**src/rtl/range_stats_finder.sv**
```systemverilog
// range_stats_finder
// Collects a session of WIDTH-bit samples between a go strobe and a finish
// strobe. Once the session ends it reports the range, minimum, maximum or
// midpoint (picked by sel) and a saturating sample count. A go while a session
// is running, or a finish outside a session, latches a sticky error that only
// reset clears.
//
// Ports:
//   clock       - system clock, all state changes on the rising edge
//   reset       - synchronous, active-high reset
//   data_in     - sample value (two's complement when SIGNED=1)
//   go          - session start; data_in on this cycle is the first sample
//   finish      - session end; data_in on this cycle is the last sample
//   sel         - 00 range, 01 min, 10 max, 11 midpoint
//   result      - selected statistic, 0 unless done
//   count       - samples in the last session (saturating), 0 unless done
//   done        - last session completed and results are valid
//   cnt_sat     - count saturated in the last session, 0 unless done
//   debug_error - sticky protocol error
module range_stats_finder #(
    parameter int WIDTH     = 8,
    parameter int CNT_WIDTH = 4,
    parameter int SIGNED    = 0
) (
    input  logic                 clock,
    input  logic                 reset,
    input  logic [WIDTH-1:0]     data_in,
    input  logic                 go,
    input  logic                 finish,
    input  logic [1:0]           sel,
    output logic [WIDTH-1:0]     result,
    output logic [CNT_WIDTH-1:0] count,
    output logic                 done,
    output logic                 cnt_sat,
    output logic                 debug_error
);

    typedef enum logic [1:0] {
        IDLE  = 2'b00,
        RUN   = 2'b01,
        ERROR = 2'b10
    } state_t;

    state_t               state_q,  state_d;
    logic [WIDTH-1:0]     minVal_q, minVal_d;
    logic [WIDTH-1:0]     maxVal_q, maxVal_d;
    logic [CNT_WIDTH-1:0] count_q,  count_d;
    logic                 sat_q,    sat_d;
    logic                 done_q,   done_d;
    logic                 err_q,    err_d;

    // Ordering test shared by the min and max trackers.
    function automatic logic isLess(input logic [WIDTH-1:0] a, input logic [WIDTH-1:0] b);
        if (SIGNED != 0) begin
            return $signed(a) < $signed(b);
        end
        return a < b;
    endfunction

    // State register and statistics registers.
    always_ff @(posedge clock) begin
        if (reset) begin
            state_q  <= IDLE;
            minVal_q <= '0;
            maxVal_q <= '0;
            count_q  <= '0;
            sat_q    <= 1'b0;
            done_q   <= 1'b0;
            err_q    <= 1'b0;
        end else begin
            state_q  <= state_d;
            minVal_q <= minVal_d;
            maxVal_q <= maxVal_d;
            count_q  <= count_d;
            sat_q    <= sat_d;
            done_q   <= done_d;
            err_q    <= err_d;
        end
    end

    // Next-state logic: session start/accumulate/finish and protocol errors.
    always_comb begin
        state_d  = state_q;
        minVal_d = minVal_q;
        maxVal_d = maxVal_q;
        count_d  = count_q;
        sat_d    = sat_q;
        done_d   = done_q;
        err_d    = err_q;

        unique case (state_q)
            IDLE: begin
                if (finish) begin
                    state_d = ERROR;
                    done_d  = 1'b0;
                    err_d   = 1'b1;
                end else if (go) begin
                    minVal_d = data_in;
                    maxVal_d = data_in;
                    count_d  = CNT_WIDTH'(1);
                    sat_d    = 1'b0;
                    done_d   = 1'b0;
                    state_d  = RUN;
                end
            end
            RUN: begin
                if (go) begin
                    state_d = ERROR;
                    done_d  = 1'b0;
                    err_d   = 1'b1;
                end else begin
                    if (isLess(data_in, minVal_q)) begin
                        minVal_d = data_in;
                    end
                    if (isLess(maxVal_q, data_in)) begin
                        maxVal_d = data_in;
                    end
                    // A blocked increment is what marks the session as saturated.
                    if (count_q == '1) begin
                        sat_d = 1'b1;
                    end else begin
                        count_d = count_q + 1'b1;
                    end
                    if (finish) begin
                        done_d  = 1'b1;
                        state_d = IDLE;
                    end
                end
            end
            ERROR: begin
                done_d = 1'b0;
                err_d  = 1'b1;
            end
            default: begin
                state_d = ERROR;
                done_d  = 1'b0;
                err_d   = 1'b1;
            end
        endcase
    end

    // Range and midpoint use one extra bit so neither the difference nor
    // the sum can overflow. For signed data the operands are sign-extended,
    // so taking bits [WIDTH:1] of the sum is an arithmetic shift right.
    logic             minExt;
    logic             maxExt;
    logic [WIDTH:0]   diffWide;
    logic [WIDTH:0]   sumWide;
    logic [WIDTH-1:0] stat;

    assign minExt   = (SIGNED != 0) ? minVal_q[WIDTH-1] : 1'b0;
    assign maxExt   = (SIGNED != 0) ? maxVal_q[WIDTH-1] : 1'b0;
    assign diffWide = {1'b0, maxVal_q} - {1'b0, minVal_q};
    assign sumWide  = {minExt, minVal_q} + {maxExt, maxVal_q};

    // Result decode follows sel combinationally; everything is masked to 0
    // unless a completed session is being reported.
    always_comb begin
        stat = '0;
        unique case (sel)
            2'b00: stat = diffWide[WIDTH-1:0];
            2'b01: stat = minVal_q;
            2'b10: stat = maxVal_q;
            2'b11: stat = sumWide[WIDTH:1];
            default: stat = '0;
        endcase
    end

    assign result      = done_q ? stat : '0;
    assign count       = done_q ? count_q : '0;
    assign cnt_sat     = done_q ? sat_q : 1'b0;
    assign done        = done_q;
    assign debug_error = err_q;

endmodule
```
**config.mk**
```make
export PLATFORM = sky130hd
export DESIGN_NAME = range_stats_finder
export DESIGN_NICKNAME = d
export VERILOG_FILES = /design/src/rtl/range_stats_finder.sv
export SDC_FILE = /design/constraint.sdc
export NUM_CORES = 1
export LEC_CHECK = 0
export ABC_AREA = 1
export CAP_MARGIN = 5
export CORE_ASPECT_RATIO = 0.8
export CORE_MARGIN = 2
export CORE_UTILIZATION = 50
export DETAILED_ROUTE_END_ITERATION = 10
export GPL_ROUTABILITY_DRIVEN = 0
export PLACE_DENSITY = 0.83
export SLEW_MARGIN = 0
export SYNTH_ARGS = -nofsm -noshare
export SYNTH_HDL_FRONTEND = slang
export SYNTH_SLANG_ARGS = --single-unit
```
**constraint.sdc**
```tcl
create_clock -name clock -period 2.2 [get_ports clock]
set_clock_uncertainty 0.05 [all_clocks]
set_input_delay 0.33 -clock clock [delete_from_list [all_inputs] [get_ports clock]]
set_output_delay 0.33 -clock clock [all_outputs]
set_load 0.02 [all_outputs]
```
-- Yosys cells after proc, flatten, opt, wreduce, memory -nomap -nowiden
Index checks and enable logic that the tools add are counted.
W data, S select, Z words.
- add/subtract/negate cells: 3
- order comparisons: 2
- equality and inequality tests: 17
- muxes and demuxes: 33
- bitwise operators: 1
- reduce and logical (&&, ||, !) cells: 10
- operators by type and width (cell ; number):
    $mux W8 ; 7
    $pmux W8 S2 ; 2
    $pmux W8 S4 ; 1
    $mux W4 ; 5
    $reduce_and A5 Y1 ; 4
    $ne A2 B2 Y1 const B ; 9
    $lt A8 B8 Y1 ; 2
    $add A8 B8 Y9 ; 1
    $mux W1 ; 9
    $mux W2 ; 4
    $pmux W4 S2 ; 1
    $sub A8 B8 Y8 ; 1
    $eq A2 B2 Y1 const B ; 3
    $ne A3 B3 Y1 const B ; 2
    $pmux W1 S2 ; 3
    $pmux W2 S3 ; 1
    $add A4 B1 Y4 const B ; 1
    $eq A2 B1 Y1 const B ; 2
    $eq A4 B4 Y1 const B ; 1
    $logic_not A2 Y1 ; 2
    $reduce_and A2 Y1 ; 2
    $reduce_and A3 Y1 ; 1
    $reduce_bool A2 Y1 ; 1
    $not A1 Y1 ; 1
- register bits: 25
- input bits: 14
- output and inout bits: 15
- word-level logic and storage cells: 73

-- Longest topological paths before layout
- depth after elaboration: 4
- gate-level depth with buffers: 13
- gate-level depth less buffers: 12

-- Worst setup path after synthesis
OpenSTA, ideal clock, no wires.
- kind: flip-flop to output port
- start: register minVal_q[0]
- end: output result[1]
- arrival time: 1.764 ns
- required time: 1.820 ns
- path slack: 0.056 ns
- stages on the path, launching flop included: 6
- buffers on the path: 0
- path through: dfxtp_1 -> ha_1 -> fa_1 -> a21oi_1 -> o21ai_0 -> a311oi_1
- longest elaborated chain between the ends: 3
- elaborated cells on any way between the ends: 4
- classes of those cells: add/sub: 2; mux: 2
- ends and longest elaborated chain (item ; RTL line ; text):
    start: declaration ; 45 ; logic [WIDTH-1:0] minVal_q, minVal_d;
    start signal: assignment ; 72 ; minVal_q <= minVal_d;
    $add A8 B8 Y9 / $sub A8 B8 Y8 (equally long branches) ; 154, 153 ;
    $pmux W8 S4 (*) ; 160 ; unique case (sel)
    $mux W8 (*) ; 169 ; assign result = done_q ? stat : '0;
    end: declaration ; 31 ; output logic [WIDTH-1:0] result,
Mark *: on every way between the ends. The rest lies on a longest branch, timed or not.

-- Worst setup path after layout
Same ends and word-level chain as after synthesis.

==> out/summary.txt <==
Status = finished, violations left
Failing checks = setup timing
Compound-Gate Fraction of Synth Area = 0.170
Post-layout min period = 2.39 ns
Worst-Skew Late Latency = 0.27 ns
Die height = 65.9 µm
Core Rows = 22
Adder-Cell Fraction of Synth Area = 0.174
CP startpoint kind = register
DRC violations left = 0
CTS tree = done
Critical Path AT = 2.01 ns
Post-Syn Area = 2390 µm²
CTS Hold Bufs = 0
Synth unique cells = 35
Pwr Density = 459 nW/µm²
Final Cycle Share = 1.09
Post-route insts no fill = 499
Syn Area/Cell = 6.46 µm²
Hold/Removal Path Class = register to register
Largest family of logic cells by synthesized area = simple AND/OR/NAND/NOR gates
CTS H-tree lvls = 1
RSZ-0062 raised after global routing = true
Via/cell ratio = 5.74
Peak Freq = 0.418 GHz
Input/output buffers = 28
Root buffer cell = clkbuf_8
Req. time, crit path = 1.82 ns
Leakage power total = 1.58 nW
Post-Syn Nets = 416
Initial antenna violation count = 0
Antenna Cells = 0
CP Capture Type = output port
Longest Clk Path Bufs = 2
Total number of vias = 2864
Syn-to-layout area delta = 35.0%
Avg WL per Cell = 15.4 µm
Setup slack at placement = -0.411 ns
Overall power = 1.48 mW
Synth Area in Simple Gates = 0.322
Ys Warns = 0
Global route total overflow = 0
Share of cells above drive strength 1 = 0.255
First drt pass iteration count = 6
Total Routing Usage GR = 0.289
Worst Path Buf+Inv = 1
Placed Cells = 492
WL final = 7700 µm
Worst slew pin tran = 0.510 ns
Seq/Total Area, Yosys = 0.209
Commonest cells after routing, fill and taps aside = nand2_1 (82), buf_4 (52), inv_1 (42), a21oi_1 (38), nor2_1 (33)
Die area = 5350 µm²
Area post-placement = 3000 µm²
Drt first-iter violations = 402
Worst vdd ir = 0.251 mV
Mux share of post-synthesis cell area = 0
Die W = 81.3 µm
Post-Synthesis Cells = 370
Headroom to the max-slew limit = 0.660
Final WS setup = -0.193 ns
Crit path max-delay family = adder cells
Final core occ = 0.702
TritonCTS Buffers = 3
Antenna viol nets, final = 0
Finished Cell Area = 3230 µm²
Starting density of the core = 0.520
CP Max Fanout = 4
Vias in the first global route = 2557
Most common cell after layout, fill and taps aside = nand2_1
IO Count = 29
Yosys reg bits = 25
First-pass GRT wire length = 12000 µm
XOR/XNOR Fraction of Synth Area = 0.00733
Core area = 4600 µm²
Largest net degree at the start of global routing = 26
Worst path max stage delay = 0.39 ns
Setup violations, final = 8
Clock transition at the registers of the reported paths = 0.09 ns
CTS Sinks = 25
Max-slew violation count = 0
Crit path cell chain = ha_2, fa_2, a21oi_2, o21ai_1, a311oi_1, buf_2
Slowest CP cell = fa_2
Final hold viol count = 0
Fin nets = 486
Hpwl dp = 5450 µm
Max Cap Viol = 0
Critical setup path kind = register to output port
## kinds of logic after synthesis
| kind of cell | after synthesis |
|---|---|
| and+or+nand+nor | 173 |
| DFF | 25 |
| buffers and inverters | 64 |
| adders and majority gates | 32 |
| AOI/OAI and AO/OA | 74 |
| xor gates and xnor gates | 2 |
## Yosys cell counts
master     n  share of area
ha_1      30           0.16
clkbuf_4   1         0.0031
o21ai_0   10          0.021
clkbuf_1   1         0.0016
o21ai_1    1         0.0021
nor3b_2    1         0.0052
a21oi_1   51           0.11
clkinv_1   1         0.0016
nor3_1     2         0.0042
o21a_1     3         0.0094
dfxtp_1   25           0.21
a211oi_1   1         0.0031
a31oi_1    2         0.0052
nor2_4     1         0.0047
a311oi_1   1         0.0037
buf_4      4          0.013
a221oi_1   5          0.018
nand4_1    7          0.018
inv_4      1         0.0026
or2_1      1         0.0026
nand2_1   84           0.13
nand2_2    4          0.010
buf_2      3         0.0063
nand3_2    1         0.0042
buf_6      1         0.0047
nand3_1   35          0.073
inv_2      3         0.0047
clkbuf_8   1         0.0058
nor2_1    33          0.052
nand3b_1   1         0.0031
fa_1       2          0.017
inv_1     48          0.075
nand2_4    2         0.0094
xor2_1     2         0.0073
nor2_2     1         0.0026
## layout make-up
| type | count | area, µm² |
|---|---|---|
| sequential | 25 | 509 |
| clock inverter | 1 | 7.51 |
| inverter | 53 | 204 |
| timing repair buffer | 76 | 623 |
| multi-input combinational | 281 | 1770 |
| clock buffer | 3 | 41.3 |
| tap | 60 | 75.1 |
| fill | 346 | 1370 |
## state kept, by name (all words and copies together), names as in the netlist
signal and flops:
state_q 2, count_q 4, sat_q 1, done 1, maxVal_q 8, minVal_q 8, debug_error 1
## tightest hold or removal path, delay by kind of cell (launching register included)
family	cells	cell delay [ns]
flops	1	0.34
compound gates	1	0.06
simple gates	1	0.05
## final timing paths
check,from,to,slack (ns),cells after the start
worst min register to register,debug_error,debug_error,0.43,2
worst max-delay path,minVal_q[0],result[1],-0.19,6
worst max register to register,minVal_q[1],minVal_q[6],0.25,13
worst min-delay path,debug_error,debug_error,0.43,2
## timing repair
item	CTS	global route
buffers inserted	2	1
resized for setup	61	30
endpoints found under the setup margin	8	8
pin swaps	3	9
## where the power goes
group / switching [mW] / internal [mW]
combinational: 0.381 / 0.303
clock: 0.153 / 0.129
sequential: 0.0331 / 0.484
## stage by stage
step | setup TNS [ns] | hold WS, ns
2_1_floorplan | 0 | 0.349
3_3_place_gp | -2.46 | 0.392
3_5_place_dp | -2.83 | 0.409
4_1_cts | -0.856 | 0.431
5_1_grt | -1.61 | 0.474
6_report | -1.13 | 0.425
## layer usage
| metal | global-route usage | vias up | part of all wire |
|---|---|---|---|
| met5 | 0 | - | 0 |
| met4 | 0.0826 | 0 | 0.026 |
| met3 | 0.0314 | 31 | 0.079 |
| met2 | 0.477 | 163 | 0.47 |
| met1 | 0.397 | 1309 | 0.42 |
| li1 | - | 1361 | - |
(Power assumes the default switching activity.)
